==> config.mk <==
export PLATFORM = sky130hd
export DESIGN_NAME = result_serializer
export DESIGN_NICKNAME = d
export VERILOG_FILES = /design/src/rtl/result_serializer_pkg.sv /design/src/rtl/result_serializer_row_fifo.sv /design/src/rtl/result_serializer.sv
export SDC_FILE = /design/constraint.sdc
export NUM_CORES = 1
export LEC_CHECK = 0
export CAP_MARGIN = 20
export CORE_ASPECT_RATIO = 0.7
export CORE_MARGIN = 2
export CORE_UTILIZATION = 45
export DETAILED_ROUTE_END_ITERATION = 10
export HOLD_SLACK_MARGIN = 0.12
export PLACE_DENSITY_LB_ADDON = 0.15
export SYNTH_ARGS = -nofsm -noshare
export SYNTH_HDL_FRONTEND = slang
export SYNTH_SLANG_ARGS = --single-unit
==> constraint.sdc <==
create_clock -name i_clk -period 4.4 [get_ports i_clk]
set_clock_uncertainty 0.15 [all_clocks]
set_input_delay 0.44 -clock i_clk [delete_from_list [all_inputs] [get_ports i_clk]]
set_output_delay 0.44 -clock i_clk [all_outputs]
set_load 0.02 [all_outputs]
==> src/rtl/result_serializer_pkg.sv <==
// Shared constants and FSM state type for the result serializer.
package result_serializer_pkg;

    localparam int unsigned LANE_W = 32;
    localparam int unsigned ADDR_W = 4;

    typedef enum logic {
        IDLE = 1'b0,
        SEND = 1'b1
    } state_e;

endpackage

==> src/rtl/result_serializer_row_fifo.sv <==
// Row FIFO: wrapping read/write pointers plus an occupancy count.
// A pop never frees a slot for a same-edge push while full.
module row_fifo #(
    parameter int unsigned WIDTH = 8,
    parameter int unsigned DEPTH = 4
) (
    input  logic                   i_clk,
    input  logic                   i_reset,   // active-low, asynchronous
    input  logic                   i_push,
    input  logic                   i_pop,
    input  logic [WIDTH-1:0]       i_wdata,
    output logic [WIDTH-1:0]       o_rdata,
    output logic                   o_full,
    output logic                   o_empty,
    output logic [$clog2(DEPTH):0] o_count
);

    localparam int unsigned PW = $clog2(DEPTH);
    localparam int unsigned CW = PW + 1;

    logic [WIDTH-1:0] r_mem [DEPTH];
    logic [PW-1:0]    r_wptr;
    logic [PW-1:0]    r_rptr;
    logic [CW-1:0]    r_count;
    logic             w_push_ok;
    logic             w_pop_ok;

    assign o_full    = (r_count == CW'(DEPTH));
    assign o_empty   = (r_count == '0);
    assign o_count   = r_count;
    assign o_rdata   = r_mem[r_rptr];
    assign w_push_ok = i_push && !o_full;
    assign w_pop_ok  = i_pop && !o_empty;

    // Storage write; contents need no reset since count gates visibility.
    always_ff @(posedge i_clk) begin
        if (w_push_ok) begin
            r_mem[r_wptr] <= i_wdata;
        end
    end

    // Pointer and count update; pointers wrap naturally (power-of-two depth).
    always_ff @(posedge i_clk or negedge i_reset) begin
        if (!i_reset) begin
            r_wptr  <= '0;
            r_rptr  <= '0;
            r_count <= '0;
        end else begin
            if (w_push_ok) begin
                r_wptr <= r_wptr + PW'(1);
            end
            if (w_pop_ok) begin
                r_rptr <= r_rptr + PW'(1);
            end
            case ({w_push_ok, w_pop_ok})
                2'b10:   r_count <= r_count + CW'(1);
                2'b01:   r_count <= r_count - CW'(1);
                default: r_count <= r_count;
            endcase
        end
    end

endmodule

==> src/rtl/result_serializer.sv <==
// Result serializer: queues accumulator rows and emits them one 32-bit lane
// per handshake, lane 0 first, with out_last on the final lane.
// Optional feature: define RESULT_RELU_EN to clamp negative lanes to zero.
module result_serializer
    import result_serializer_pkg::*;
#(
    parameter int unsigned ARR_SIZE = 4,
    parameter int unsigned DEPTH    = 4
) (
    input  logic                       i_clk,
    input  logic                       i_reset,   // active-low, asynchronous
    input  logic                       i_row_valid,
    input  logic [ARR_SIZE*LANE_W-1:0] i_row_data,
    input  logic [ADDR_W-1:0]          i_row_addr,
    output logic                       o_row_ready,
    output logic                       o_out_valid,
    output logic [LANE_W-1:0]          o_out_data,
    output logic [ADDR_W-1:0]          o_out_addr,
    output logic                       o_out_last,
    input  logic                       i_out_ready,
    output logic                       o_fifo_full,
    output logic                       o_fifo_empty
);

    localparam int unsigned ROW_W = ARR_SIZE * LANE_W;
    localparam int unsigned ENT_W = ROW_W + ADDR_W;
    localparam int unsigned LW    = (ARR_SIZE > 1) ? $clog2(ARR_SIZE) : 1;
    localparam int unsigned CW    = $clog2(DEPTH) + 1;

    state_e              r_state;
    state_e              w_state_next;
    logic [ROW_W-1:0]    r_shift;     // lanes still to be sent, next lane in low bits
    logic [LW-1:0]       r_lane;
    logic                r_out_valid;
    logic [LANE_W-1:0]   r_out_data;
    logic [ADDR_W-1:0]   r_out_addr;
    logic                r_out_last;

    logic [ENT_W-1:0]    w_head;
    logic [ROW_W-1:0]    w_head_row;
    logic [ADDR_W-1:0]   w_head_addr;
    logic                w_full;
    logic                w_empty;
    logic [CW-1:0]       w_count;
    logic                w_pop;
    logic                w_adv;
    logic                w_at_last;

    function automatic logic [LANE_W-1:0] lane_xform(input logic [LANE_W-1:0] v);
`ifdef RESULT_RELU_EN
        return v[LANE_W-1] ? '0 : v;
`else
        return v;
`endif
    endfunction

    row_fifo #(
        .WIDTH (ENT_W),
        .DEPTH (DEPTH)
    ) u_row_fifo (
        .i_clk   (i_clk),
        .i_reset (i_reset),
        .i_push  (i_row_valid),
        .i_pop   (w_pop),
        .i_wdata ({i_row_addr, i_row_data}),
        .o_rdata (w_head),
        .o_full  (w_full),
        .o_empty (w_empty),
        .o_count (w_count)
    );

    assign w_head_row   = w_head[ROW_W-1:0];
    assign w_head_addr  = w_head[ENT_W-1 -: ADDR_W];
    assign w_at_last    = (r_lane == LW'(ARR_SIZE - 1));
    assign o_row_ready  = (w_count < CW'(DEPTH));
    assign o_fifo_full  = w_full;
    assign o_fifo_empty = w_empty;
    assign o_out_valid  = r_out_valid;
    assign o_out_data   = r_out_data;
    assign o_out_addr   = r_out_addr;
    assign o_out_last   = r_out_last;

    // FSM state register.
    always_ff @(posedge i_clk or negedge i_reset) begin
        if (!i_reset) begin
            r_state <= IDLE;
        end else begin
            r_state <= w_state_next;
        end
    end

    // Next state, pop and lane-advance decode; next row loads on the last
    // handshake so back-to-back rows have no bubble.
    always_comb begin
        w_state_next = r_state;
        w_pop        = 1'b0;
        w_adv        = 1'b0;
        case (r_state)
            IDLE: begin
                if (!w_empty) begin
                    w_pop        = 1'b1;
                    w_state_next = SEND;
                end
            end
            SEND: begin
                if (i_out_ready) begin
                    if (w_at_last) begin
                        if (!w_empty) begin
                            w_pop = 1'b1;
                        end else begin
                            w_state_next = IDLE;
                        end
                    end else begin
                        w_adv = 1'b1;
                    end
                end
            end
            default: w_state_next = IDLE;
        endcase
    end

    // Output word registers and lane shift register.
    always_ff @(posedge i_clk or negedge i_reset) begin
        if (!i_reset) begin
            r_shift     <= '0;
            r_lane      <= '0;
            r_out_valid <= 1'b0;
            r_out_data  <= '0;
            r_out_addr  <= '0;
            r_out_last  <= 1'b0;
        end else if (w_pop) begin
            r_shift     <= w_head_row >> LANE_W;
            r_lane      <= '0;
            r_out_valid <= 1'b1;
            r_out_data  <= lane_xform(w_head_row[LANE_W-1:0]);
            r_out_addr  <= w_head_addr;
            r_out_last  <= (ARR_SIZE == 1);
        end else if (w_adv) begin
            r_shift     <= r_shift >> LANE_W;
            r_lane      <= r_lane + LW'(1);
            r_out_data  <= lane_xform(r_shift[LANE_W-1:0]);
            r_out_last  <= (r_lane == LW'(ARR_SIZE - 2));
        end else if (r_state == SEND && w_state_next == IDLE) begin
            r_out_valid <= 1'b0;
            r_out_last  <= 1'b0;
        end
    end

endmodule

==> results by group <==
Status
  • Status: finished clean

Pwr
  • Lkg Pwr: roughly 10 nW
  • VDD IR-drop max: around 420 uV
  • Cell area power density: 662.8 nW/um2

GRT
  • GRT Util Overall: 0.1932
  • Pin count of the biggest net entering global routing: approximately 140
  • First-pass GRT wire length: 83.51 mm
  • Met3 Use GR: 0.03544
  • Total gr overflow: 0
  • Met1 usage: 0.2686
  • Initial antenna violation count: 1
  • Vias in the first global route: roughly 13000
  • Top Usage Layer GRT: met2
  • Met2 usage: 0.3170

Routing
  • First DRT Iteration DRCs: ~900
  • DRC: 0
  • Routed WL per cell: ~25 um
  • WL final: between 50 and 60 mm
  • Via density: 5.586
  • Pre-Repair DR Iteration Count: 7
  • Remaining antenna violation count: 0
  • Vias: between 10000 and 15000

STA
  • Tcrit/Tclk final: 0.6800
  • Unrepaired setup endpoints after global routing: no
  • Fmax: between 300 and 400 MHz
  • Final WS setup: between 1000 and 1500 ps
  • Hold WS: ~300 ps
  • Setup violations, final: 0
  • Relative slew slack: 0.4312
  • Tmin final: 2992 ps
  • Slew Limit Fails: 0
  • Setup TNS: 0 ps
  • Final Hold Fails: 0
  • Worst Tran Pin Value: roughly 850 ps

Synthesis
  • #FFs+latches synth: approximately 670
  • Seq/Total Area, Yosys: 0.7713
  • Ys async rst share: 0.2143
  • Main synth FF type: edfxtp_1
  • Synth cell types: 30
  • Number of synthesized flops with an enable pin: between 500 and 600
  • Yosys warning count: 0
  • Syn Area/Cell: between 20 and 25 um2
  • Mapped Area: approximately 25000 um2
  • Cells after Synth: roughly 1200
  • Synth Net Count: 1369

Critical path
  • Worst-path fanout max: 9
  • Worst Path Arrival: approximately 2400 ps
  • Crit. End Element: output pin
  • Setup CP Type: reg2out
  • FF-to-FF path depth: 9
  • Startpoint Class: flip-flop
  • Worst EP required: 3810 ps

Floorplan
  • Std cell rows: just over 70
  • Horiz. Die Dim: between 200 and 300 um
  • Die area: approximately 58000 um2
  • Core region area: 55310 um2
  • Initial core utilization: 0.4561
  • Die height: slightly above 200 um
  • # IOs: between 150 and 200

Clock network
  • CTS H-Tree Depth: 3
  • CTS tree: yes
  • TritonCTS Buffers: 66
  • CTS root buffer: clkbuf_16
  • Clk_lat worst skew: roughly 590 ps
  • Clock transition at path regs: about 60 ps
  • CTS Hold Bufs: 1
  • Post-cts sizing count: 0
  • Post-CTS setup buffers: 0
  • Max Buffers Root-to-Sink: 3
  • # clock sinks: around 670

Placed design
  • DP HPWL: just over 30 mm
  • Routability cong.: around 0.7
  • Port bufs: between 150 and 200
  • Setup WS pre-CTS: about 1300 ps

Flow run
  • Max-cap violations: 0

Finish
  • Nets: 1565
  • Area delta synth->final: 19.70%
  • Share of cells above drive strength 1: 0.1901

Worst hold path
  • Worst hold path class: in2async
[critical path: stages (launching register included)]
cell             delay (ps)
dfrtp_1                 420
or3_1                   580
inv_1                   180
clkdlybuf4s50_1         620
[area by class of cell]
class,count,area [um2]
fillers,4251,25110
well taps,740,925.9
clock inverters,22,192.7
flip-flops and latches,672,19470
repair buffers,205,2158
inverters,9,33.78
multi-input cells,467,5391
diodes,1,2.502
clock buffers,98,2029
[kinds of logic after synthesis]
logic type      count (synthesis)  synth area share
fa+ha+maj                       8          0.004265
xor+xnor                        6          0.002083
buf+inv                        86           0.01587
mux                           139            0.1209
flops                         672            0.7713
compound gates                134           0.04602
simple gates                  180           0.03958
[layer usage]
metal,part of all wire,vias to the layer above
met4,0.019,0
li1,-,5396
met1,0.44,6645
met3,0.040,79
met5,0,-
met2,0.50,248
[sequential cells by signal, summed over array words and instances, names as in the netlist]
register and flops:
u_row_fifo.o_count 3, o_out_data 32, o_out_valid 1, u_row_fifo.r_mem 528, r_shift 96, o_out_addr 4, u_row_fifo.r_rptr 2, o_out_last 1
r_state 1, u_row_fifo.r_wptr 2, r_lane 2
[layout by cell type, fill, tap and decap left out, types with 6 or more instances in the layout]
cell type,n
edfxtp_1,528
clkdlybuf4s50_1,175
dfrtp_1,142
mux4_2,132
and2_1,96
a221o_1,96
clkbuf_16,72
nand2_1,35
nand3_1,34
o21ai_0,34
buf_12,14
buf_4,14
clkbuf_1,13
clkbuf_8,13
clkinv_2,12
inv_1,9
ha_1,7
mux2_2,6
[worst paths after layout]
| check | startpoint | end | slack, ps |
|---|---|---|---|
| setup / recovery | u_row_fifo.o_count[0]$_DFFE_PN0P_ | o_fifo_empty | 1410 |
| hold / removal | i_reset | o_out_data[23]$_DFFE_PN0P_ | 300 |
| setup reg to reg | u_row_fifo.o_count[0]$_DFFE_PN0P_ | u_row_fifo.o_count[2]$_DFFE_PN0P_ | 1660 |
| hold reg to reg | r_shift[10]$_DFFE_PN0P_ | r_shift[10]$_DFFE_PN0P_ | 360 |
| max in group asynchronous | i_reset | r_shift[36]$_DFFE_PN0P_ | 2780 |
| min in group i_clk | i_row_data[37] | u_row_fifo.r_mem[0][37]$_DFFE_PP_ | 320 |
[metrics by stage]
step,cells,total power (W),utilization,area (um2)
after global routing,2213,0.02102,0.5459,30200
after CTS,2213,0.02032,0.5459,30200
after floorplan,1225,0.01268,-,25230
after detailed placement,2092,0.01459,0.5056,27970
after global placement,2092,0.01449,0.5056,27970
final,2214,0.02002,0.5460,30200
[Yosys cell counts, types with 3 or more instances]
cell	number	area (um2)
buf_6	6	67.56
o21ai_0	34	170.2
nand3_1	34	170.2
dfrtp_1	144	3603
mux4_2	132	2973
xnor2_1	4	35.03
and2_1	100	625.6
ha_1	7	87.58
mux2_2	6	67.56
inv_1	9	33.78
nor2_1	3	11.26
buf_2	26	130.1
edfxtp_1	528	15860
a221o_1	96	960.9
buf_1	5	18.77
nand2_1	35	131.4
clkbuf_1	40	150.1
[where the power goes]
group          switching [W]  total (W)  internal [W]
sequential          0.000684    0.00919       0.00851
combinational        0.00264    0.00511       0.00248
clock                0.00233    0.00571       0.00338
Note: power is estimated with default switching activity, not from simulation.
